**config.mk**
```make
export PLATFORM = sky130hd
export DESIGN_NAME = matmul_apb_regs
export DESIGN_NICKNAME = d
export VERILOG_FILES = /design/src/rtl/matmul_apb_regs.sv
export SDC_FILE = /design/constraint.sdc
export NUM_CORES = 1
export LEC_CHECK = 0
export ABC_AREA = 1
export CELL_PAD_IN_SITES_DETAIL_PLACEMENT = 1
export CELL_PAD_IN_SITES_GLOBAL_PLACEMENT = 1
export CORE_MARGIN = 4
export CORE_UTILIZATION = 28
export CTS_CLUSTER_DIAMETER = 100
export DETAILED_ROUTE_END_ITERATION = 16
export HOLD_SLACK_MARGIN = 0.15
export PLACE_DENSITY = 0.89
export REMOVE_ABC_BUFFERS = 1
export SLEW_MARGIN = 20
export SYNTH_ARGS = -nofsm -noshare
export SYNTH_HDL_FRONTEND = slang
export SYNTH_SLANG_ARGS = --single-unit
```
**constraint.sdc**
```tcl
create_clock -name clk_i -period 2.6 [get_ports clk_i]
set_input_delay 0.52 -clock clk_i [delete_from_list [all_inputs] [get_ports clk_i]]
set_output_delay 0.52 -clock clk_i [all_outputs]
set_load 0.05 [all_outputs]
```
**src/rtl/matmul_apb_regs.sv**
```systemverilog
// +------------------------------------------------------------------------+
// | matmul_apb_regs : APB3 register front-end of the matrix-multiplier IP  |
// | Revision 1.0                                                           |
// +------------------------------------------------------------------------+
`default_nettype none

module matmul_apb_regs #(
  parameter int ADDR_W      = 32,
  parameter int DATA_W      = 32,
  parameter int SP_NTARGETS = 3,
  parameter int SP_ADDR_W   = 8
) (
  input  logic                 clk_i,
  input  logic                 rst_ni,
  input  logic                 psel_i,
  input  logic                 penable_i,
  input  logic                 pwrite_i,
  input  logic [ADDR_W-1:0]    paddr_i,
  input  logic [DATA_W-1:0]    pwdata_i,
  output logic [DATA_W-1:0]    prdata_o,
  output logic                 pready_o,
  output logic                 pslverr_o,
  output logic                 busy_o,
  output logic                 start_o,
  output logic [1:0]           wr_tgt_o,
  output logic [1:0]           rd_tgt_o,
  input  logic                 busy_i,
  input  logic                 done_i,
  output logic                 sp_we_o,
  output logic                 sp_re_o,
  output logic [1:0]           sp_sel_o,
  output logic [SP_ADDR_W-1:0] sp_addr_o,
  output logic [DATA_W-1:0]    sp_wdata_o,
  input  logic [DATA_W-1:0]    sp_rdata_i
);

  localparam logic [4:0] C_A_CTRL = 5'h00;
  localparam logic [4:0] C_A_ADDR = 5'h04;
  localparam logic [4:0] C_A_DATA = 5'h08;
  localparam logic [4:0] C_A_STAT = 5'h0C;
  localparam logic [4:0] C_A_RDAT = 5'h10;
  localparam logic [2:0] C_NTGT   = 3'(SP_NTARGETS);

  typedef enum logic [0:0] {S_IDLE = 1'b0, S_RD_WAIT = 1'b1} state_e;

  state_e               state_q, state_d;
  logic [3:0]           ctrl_q, ctrl_d;      // {RD_TGT, WR_TGT}
  logic [SP_ADDR_W-1:0] addr_q, addr_d;
  logic                 done_q, done_d;
  logic                 launch_q, launch_d;
  logic                 start_q, start_d;
  logic                 we_q, we_d;
  logic [1:0]           wsel_q, wsel_d;
  logic [SP_ADDR_W-1:0] waddr_q, waddr_d;
  logic [DATA_W-1:0]    wdata_q, wdata_d;

  logic       w_access;
  logic [4:0] w_off;
  logic       w_tgt_bad;
  logic       w_wr_err;
  logic       w_sp_re;
  logic       unused_paddr;

  assign unused_paddr = ^paddr_i[ADDR_W-1:5];
  assign w_access     = psel_i & penable_i;
  assign w_off        = paddr_i[4:0];
  assign busy_o       = busy_i | launch_q;
  assign w_tgt_bad    = ({1'b0, pwdata_i[3:2]} >= C_NTGT) || ({1'b0, pwdata_i[5:4]} >= C_NTGT);
  assign w_wr_err     = !(w_off inside {C_A_CTRL, C_A_ADDR, C_A_DATA}) || busy_o ||
                        ((w_off == C_A_CTRL) && w_tgt_bad);

  always_comb begin
    state_d   = state_q;
    ctrl_d    = ctrl_q;
    addr_d    = addr_q;
    done_d    = done_q;
    launch_d  = launch_q;
    start_d   = 1'b0;
    we_d      = 1'b0;
    wsel_d    = wsel_q;
    waddr_d   = waddr_q;
    wdata_d   = wdata_q;
    pready_o  = 1'b0;
    pslverr_o = 1'b0;
    prdata_o  = '0;
    w_sp_re   = 1'b0;

    // launch_q only bridges the gap until the core reports busy
    if (busy_i) launch_d = 1'b0;

    if (done_i) begin
      done_d = 1'b1;
    end else if (w_access && !pwrite_i && (state_q == S_IDLE) && (w_off == C_A_STAT)) begin
      done_d = 1'b0;
    end

    case (state_q)
      S_IDLE: begin
        if (w_access && pwrite_i) begin
          pready_o  = 1'b1;
          pslverr_o = w_wr_err;
          if (!w_wr_err) begin
            case (w_off)
              C_A_CTRL: begin
                ctrl_d = pwdata_i[5:2];
                if (pwdata_i[0]) begin
                  launch_d = 1'b1;
                  start_d  = 1'b1;
                end
              end
              C_A_ADDR: addr_d = pwdata_i[SP_ADDR_W-1:0];
              default: begin
                we_d    = 1'b1;
                wsel_d  = ctrl_q[1:0];
                waddr_d = addr_q;
                wdata_d = pwdata_i;
                addr_d  = addr_q + SP_ADDR_W'(1);
              end
            endcase
          end
        end else if (w_access) begin
          pready_o = 1'b1;
          case (w_off)
            C_A_CTRL: prdata_o = DATA_W'({ctrl_q, 2'b00});
            C_A_ADDR: prdata_o = DATA_W'(addr_q);
            C_A_DATA: prdata_o = '0;
            C_A_STAT: prdata_o = DATA_W'({done_q, busy_o});
            C_A_RDAT: begin
              if (!busy_o) begin
                pready_o = 1'b0;
                w_sp_re  = 1'b1;
                state_d  = S_RD_WAIT;
              end
            end
            default:  pslverr_o = 1'b1;
          endcase
        end
      end
      default: begin
        // An abandoned read (psel dropped) leaves the pointer untouched
        state_d = S_IDLE;
        if (w_access) begin
          pready_o = 1'b1;
          prdata_o = sp_rdata_i;
          addr_d   = addr_q + SP_ADDR_W'(1);
        end
      end
    endcase
  end

  always_ff @(posedge clk_i) begin
    if (!rst_ni) begin
      state_q  <= S_IDLE;
      ctrl_q   <= '0;
      addr_q   <= '0;
      done_q   <= 1'b0;
      launch_q <= 1'b0;
      start_q  <= 1'b0;
      we_q     <= 1'b0;
      wsel_q   <= '0;
      waddr_q  <= '0;
      wdata_q  <= '0;
    end else begin
      state_q  <= state_d;
      ctrl_q   <= ctrl_d;
      addr_q   <= addr_d;
      done_q   <= done_d;
      launch_q <= launch_d;
      start_q  <= start_d;
      we_q     <= we_d;
      wsel_q   <= wsel_d;
      waddr_q  <= waddr_d;
      wdata_q  <= wdata_d;
    end
  end

  assign start_o    = start_q;
  assign wr_tgt_o   = ctrl_q[1:0];
  assign rd_tgt_o   = ctrl_q[3:2];
  assign sp_we_o    = we_q;
  assign sp_re_o    = w_sp_re;
  assign sp_sel_o   = we_q ? wsel_q  : (w_sp_re ? ctrl_q[3:2] : 2'b00);
  assign sp_addr_o  = we_q ? waddr_q : (w_sp_re ? addr_q : '0);
  assign sp_wdata_o = we_q ? wdata_q : '0;

endmodule

`default_nettype wire
```
======== Yosys cells after proc, flatten, opt, wreduce, memory -nomap -nowiden ========
Cells that the tools add are included.
word-level totals
  bits in registers ....................... 59
  input bits .............................. 103
  output and inout port bits .............. 84
  logic and storage cells ................. 89
operators by class
  $add $sub $neg .......................... 1
  magnitude comparators ................... 2
  eq/ne operators ......................... 7
  mux-type cells .......................... 40
  bitwise gates (word level) .............. 8
  reduce and logical (&&, ||, !) cells .... 21
operator list
  operator               number
  $mux W32               3
  $mux W8                8
  $mux W1                25
  $pmux W8 S3            1
  $pmux W8 S2            1
  $reduce_and A4 Y1      3
  $eq A5 B4 Y1 const B   2
  $reduce_or A5 Y1       2
  $add A8 B1 Y8 const B  1
  $not A1 Y1             6
  $eq A5 B3 Y1 const B   1
  $eq A5 B5 Y1 const B   1
  $logic_and A1 B1 Y1    5
  $logic_not A5 Y1       1
  $ge A2 B2 Y1 const B   2
  $mux W2                2
  $ne A2 B2 Y1 const B   2
  $reduce_bool A2 Y1     2
  $reduce_or A4 Y1       1
  $logic_or A1 B1 Y1     3
  $reduce_bool A3 Y1     1
  $logic_not A1 Y1       2
  $ne A2 B1 Y1 const B   1
  $reduce_or A2 Y1       1
  other kinds (2)        2

======== Logic depth before layout (Yosys ltp) ========
  word-level depth ........................ 8
  depth in mapped cells ................... 10
  gate-level depth less buffers ........... 9

======== Worst setup path after synthesis ========
Ideal clock, no wire load.
  path type ............................... input-to-output
  start ................................... input busy_i
  end ..................................... output sp_addr_o[1]
  arrival time ............................ 2698 ps
  required time ........................... 2080 ps
  path slack .............................. -618 ps
  stages on the path ...................... 6
  path buffers ............................ 1
  path through ............................ nor2_2 > inv_1 > nor3_1 > nand3_1 > buf_2 > o31ai_1
between the ends
  word-level cells in the longest chain between the ends .. 8
ends and longest elaborated chain
  element               line  RTL
  from (decl)           27    input logic busy_i,
  $or A1 B1 Y1          67    assign busy_o = busy_i | launch_q;
  net busy_o            23    output logic busy_o,
  $mux W1               129   if (!busy_o) begin
  $mux W1 (2 in a row)  n/a
  $mux W1               99    if (w_access && pwrite_i) begin
  $mux W1               n/a
  $mux W8 (2 in a row)  183   assign sp_addr_o = we_q ? waddr_q : (w_sp_re ? addr_q : '0);
  to (decl)             32    output logic [SP_ADDR_W-1:0] sp_addr_o,
The timed path passes the listed nets, and every way through them passes these cells.

======== Worst setup path in the final report ========
  start ................................... input paddr_i[0]
  end ..................................... output pslverr_o
between the ends
  word-level cells in the longest chain between the ends .. 7
  elaborated cells on any way between the ends .. 15
ends and longest elaborated chain
  element                                                               line  RTL
  from (decl)                                                           18    input logic [ADDR_W-1:0] paddr_i,
  parallel branches: the longest is 5 deep, another holds $eq A5 B3 Y1  n/a
  $mux W1 *                                                             99
  $mux W1 *                                                             97    case (state_q)
  to (decl)                                                             22    output logic pslverr_o,
Mark *: on every way between the ends.

==> results.ini <==
[clocking]
numCtsBuffers=9
clk_path_buf_depth=2
cts_tree=built
numClockSinks=59
cts_root_buf=clkbuf_16
clk_pin_slew_worst_paths_ns=0.05
holdBufCountCts=0
cts_htree_levels=3
insertion_delay_ns=0.33

[setup_path]
endpoint_kind=primary output
worstPathMaxFanout=3
criticalPathCategory=input port to primary output
worstSetupStartpoint=paddr_i[0]
worstReg2RegStart=state_q
cp-start-kind=input port
required_ns=2.08
cp.arrival_ns=2.05

[routing]
dr_total_vias=4607
dr.pass1.iters=4
vias_per_cell=4.72
drtAntennaViolNets=0
drt_iter0_markers=325
wire_per_inst_um=16.2
drc_errors=0
wirelength_um=15800

[power_and_ir_drop]
p_leak_nw=3.24
clkPwrFrac_pct=50.8
swShare_pct=22.6
p_int_mw=1.90
p_seq_share_pct=37.2
p_sw_mw=0.556
peakVddDrop_mv=0.281
powerDensity_nw_per_um2=370
share_comb_of_total_power_pct=12.0

[sta]
fmax_mhz=389
period_needed_ns=2.57
setup_violations=0
drv_slew=0
relSlewSlack_pct=58.6
finalCritPeriodShare_pct=98.9
tightest_slew_ns=0.621
final.setup.worst_slack_ns=0.0295
hold_violations=0
fin_worst_skew_ns=0.00752

[synthesis]
synth_compound_area_share_pct=6.24
yosysWarnings=0
muxShareOfSynthArea_pct=0
seq_area_frac_synth_pct=32.2
synth_area_per_cell_um2=5.93
synth_cell_types=31
yosys.area_share.simple_pct=43.5
synth_top_area_share_pct=32.2
synth-seq-cells=59
synth_top_cells_by_area=dfxtp_1 32%, nand2_1 15%, nor2_1 13%, inv_1 12%, nand4_1 8.0%
synth_top_family_by_area=simple AND/OR/NAND/NOR gates
synth_area_um2=3670
synthCells=619
synthAdderAreaFrac_pct=0.341
synth-xor-area-share_pct=0.239
yosysTopAreaCell=dfxtp_1

[finish]
drive_gt1_share_pct=22.3
area.sequential_um2=1180
final_common_cell=nand2_1
syn_to_final_growth_pct=80.9
fin_nets=904
fin_cells=977
fill_cells=1601
layout_common_cells=139 x nand2_1, 129 x nor2_1, 114 x inv_1
final_core_util_pct=52.2
multi_input_area_um2=1940

[floorplan]
die-area_um2=15000
initial_core_util_pct=28.8
core_area_um2=12700
pin_count=187
die_h_um=122
rows=41
die_x_um=122

[placed_design]
io_buffers=159
hpwl_um=11000
pre_cts_ws_ns=-0.188
placed_cells=955
gp_congestion=0.841

[global_route]
antenna_found_initial=1
grt_usage_pct=20.9
grt_pass1_vias=5052
gr-total-overflow=0
grt_first_pass_wirelength_um=24700
grt_max_degree=39

[run]
cap_violations=0

[worst_hold_path]
hold_class=register to register
min_from=wsel_q[0]

[status]
status=finished clean

## sequential cells by signal, summed over array words and instances (netlist names), 2 cells and up
register  count
wsel_q        2
ctrl_q        4
addr_q        8
wdata_q      32
waddr_q       8
## critical path, stage by stage
cell and delay, ns:
dlygate4sd2_1 0.26, nor2_4 0.16, buf_4 0.16, nand3_1 0.13, nand2_2 0.12, nand2_2 0.07
o21ai_0 0.27, o21ai_0 0.15, buf_4 0.21
## cells in the mapped netlist, drive strengths merged
library cell	instances
a21oi	10
buf	22
nand4	48
nor3	4
o22ai	2
a22oi	1
dfxtp	59
nand3	27
nand3b	1
nand2	146
ha	1
inv	119
o21ai	19
clkbuf	14
nor2	136
clkinv	1
o31ai	8
xor2	1
## kinds of logic (layout without fill, tap and decap cells)
| group | count (synthesis) | count (layout) |
|---|---|---|
| compound gates | 40 | 40 |
| xor+xnor | 1 | 1 |
| fa+ha+maj | 1 | 1 |
| buf+inv | 156 | 341 |
| flops | 59 | 59 |
| other cells | 0 | 1 |
| simple gates | 362 | 362 |
## power by group through the flow
stage                     combinational, mW  clock (mW)  sequential (mW)
after floorplan                      0.0936           0            0.932
after global placement                0.272           0            0.932
after detailed placement              0.280           0            0.932
after CTS                             0.286        1.27            0.913
after global routing                  0.319        1.31            0.913
final                                 0.295        1.25            0.914
## metrics by stage
stage | hold slack [ns] | setup TNS, ns | power [mW] | area [um^2]
6_report | 0.479 | 0 | 2.46 | 6640
4_1_cts | 0.484 | -0.00365 | 2.47 | 6580
5_1_grt | 0.497 | -0.0677 | 2.55 | 6640
2_1_floorplan | 0.455 | -30.12 | 1.03 | 3480
3_5_place_dp | 0.471 | -1.74 | 1.21 | 6170
3_3_place_gp | 0.461 | -0.501 | 1.20 | 6170
## per-layer routing
layer  wire (um)  track usage (%)  part of all wire [%]
met5           0                0                     0
met4         443             8.12                   2.8
met3        1070             5.85                   6.8
met2        8230             39.6                    52
met1        6060             21.5                    38
## what timing repair did
item | CTS | global route
endpoints found under the setup margin | 17 | 18
endpoints found under the hold margin | 0 | 0
pin swaps | 6 | 3
resized for setup | 23 | 14
setup buffers | 4 | 2
## final cells by class
class                           instances  share of cell area [%]
Timing Repair Buffer                  206                    38.1
Multi-Input combinational cell        404                    29.2
Sequential cell                        59                    17.8
Inverter                              120                    6.83
Clock buffer                           14                    4.28
Tap cell                              172                    3.24
Clock inverter                          1                   0.452
Antenna cell                            1                  0.0377
## final timing paths
check / cells after the start / end / slack [ns]
max: 9 / pslverr_o / 0.03
min: 2 / wsel_q[0] / 0.48
min reg2reg: 2 / wsel_q[0] / 0.48
max reg2reg: 5 / addr_q[5] / 0.76
No activity file was read; power rests on OpenSTA's default activity.
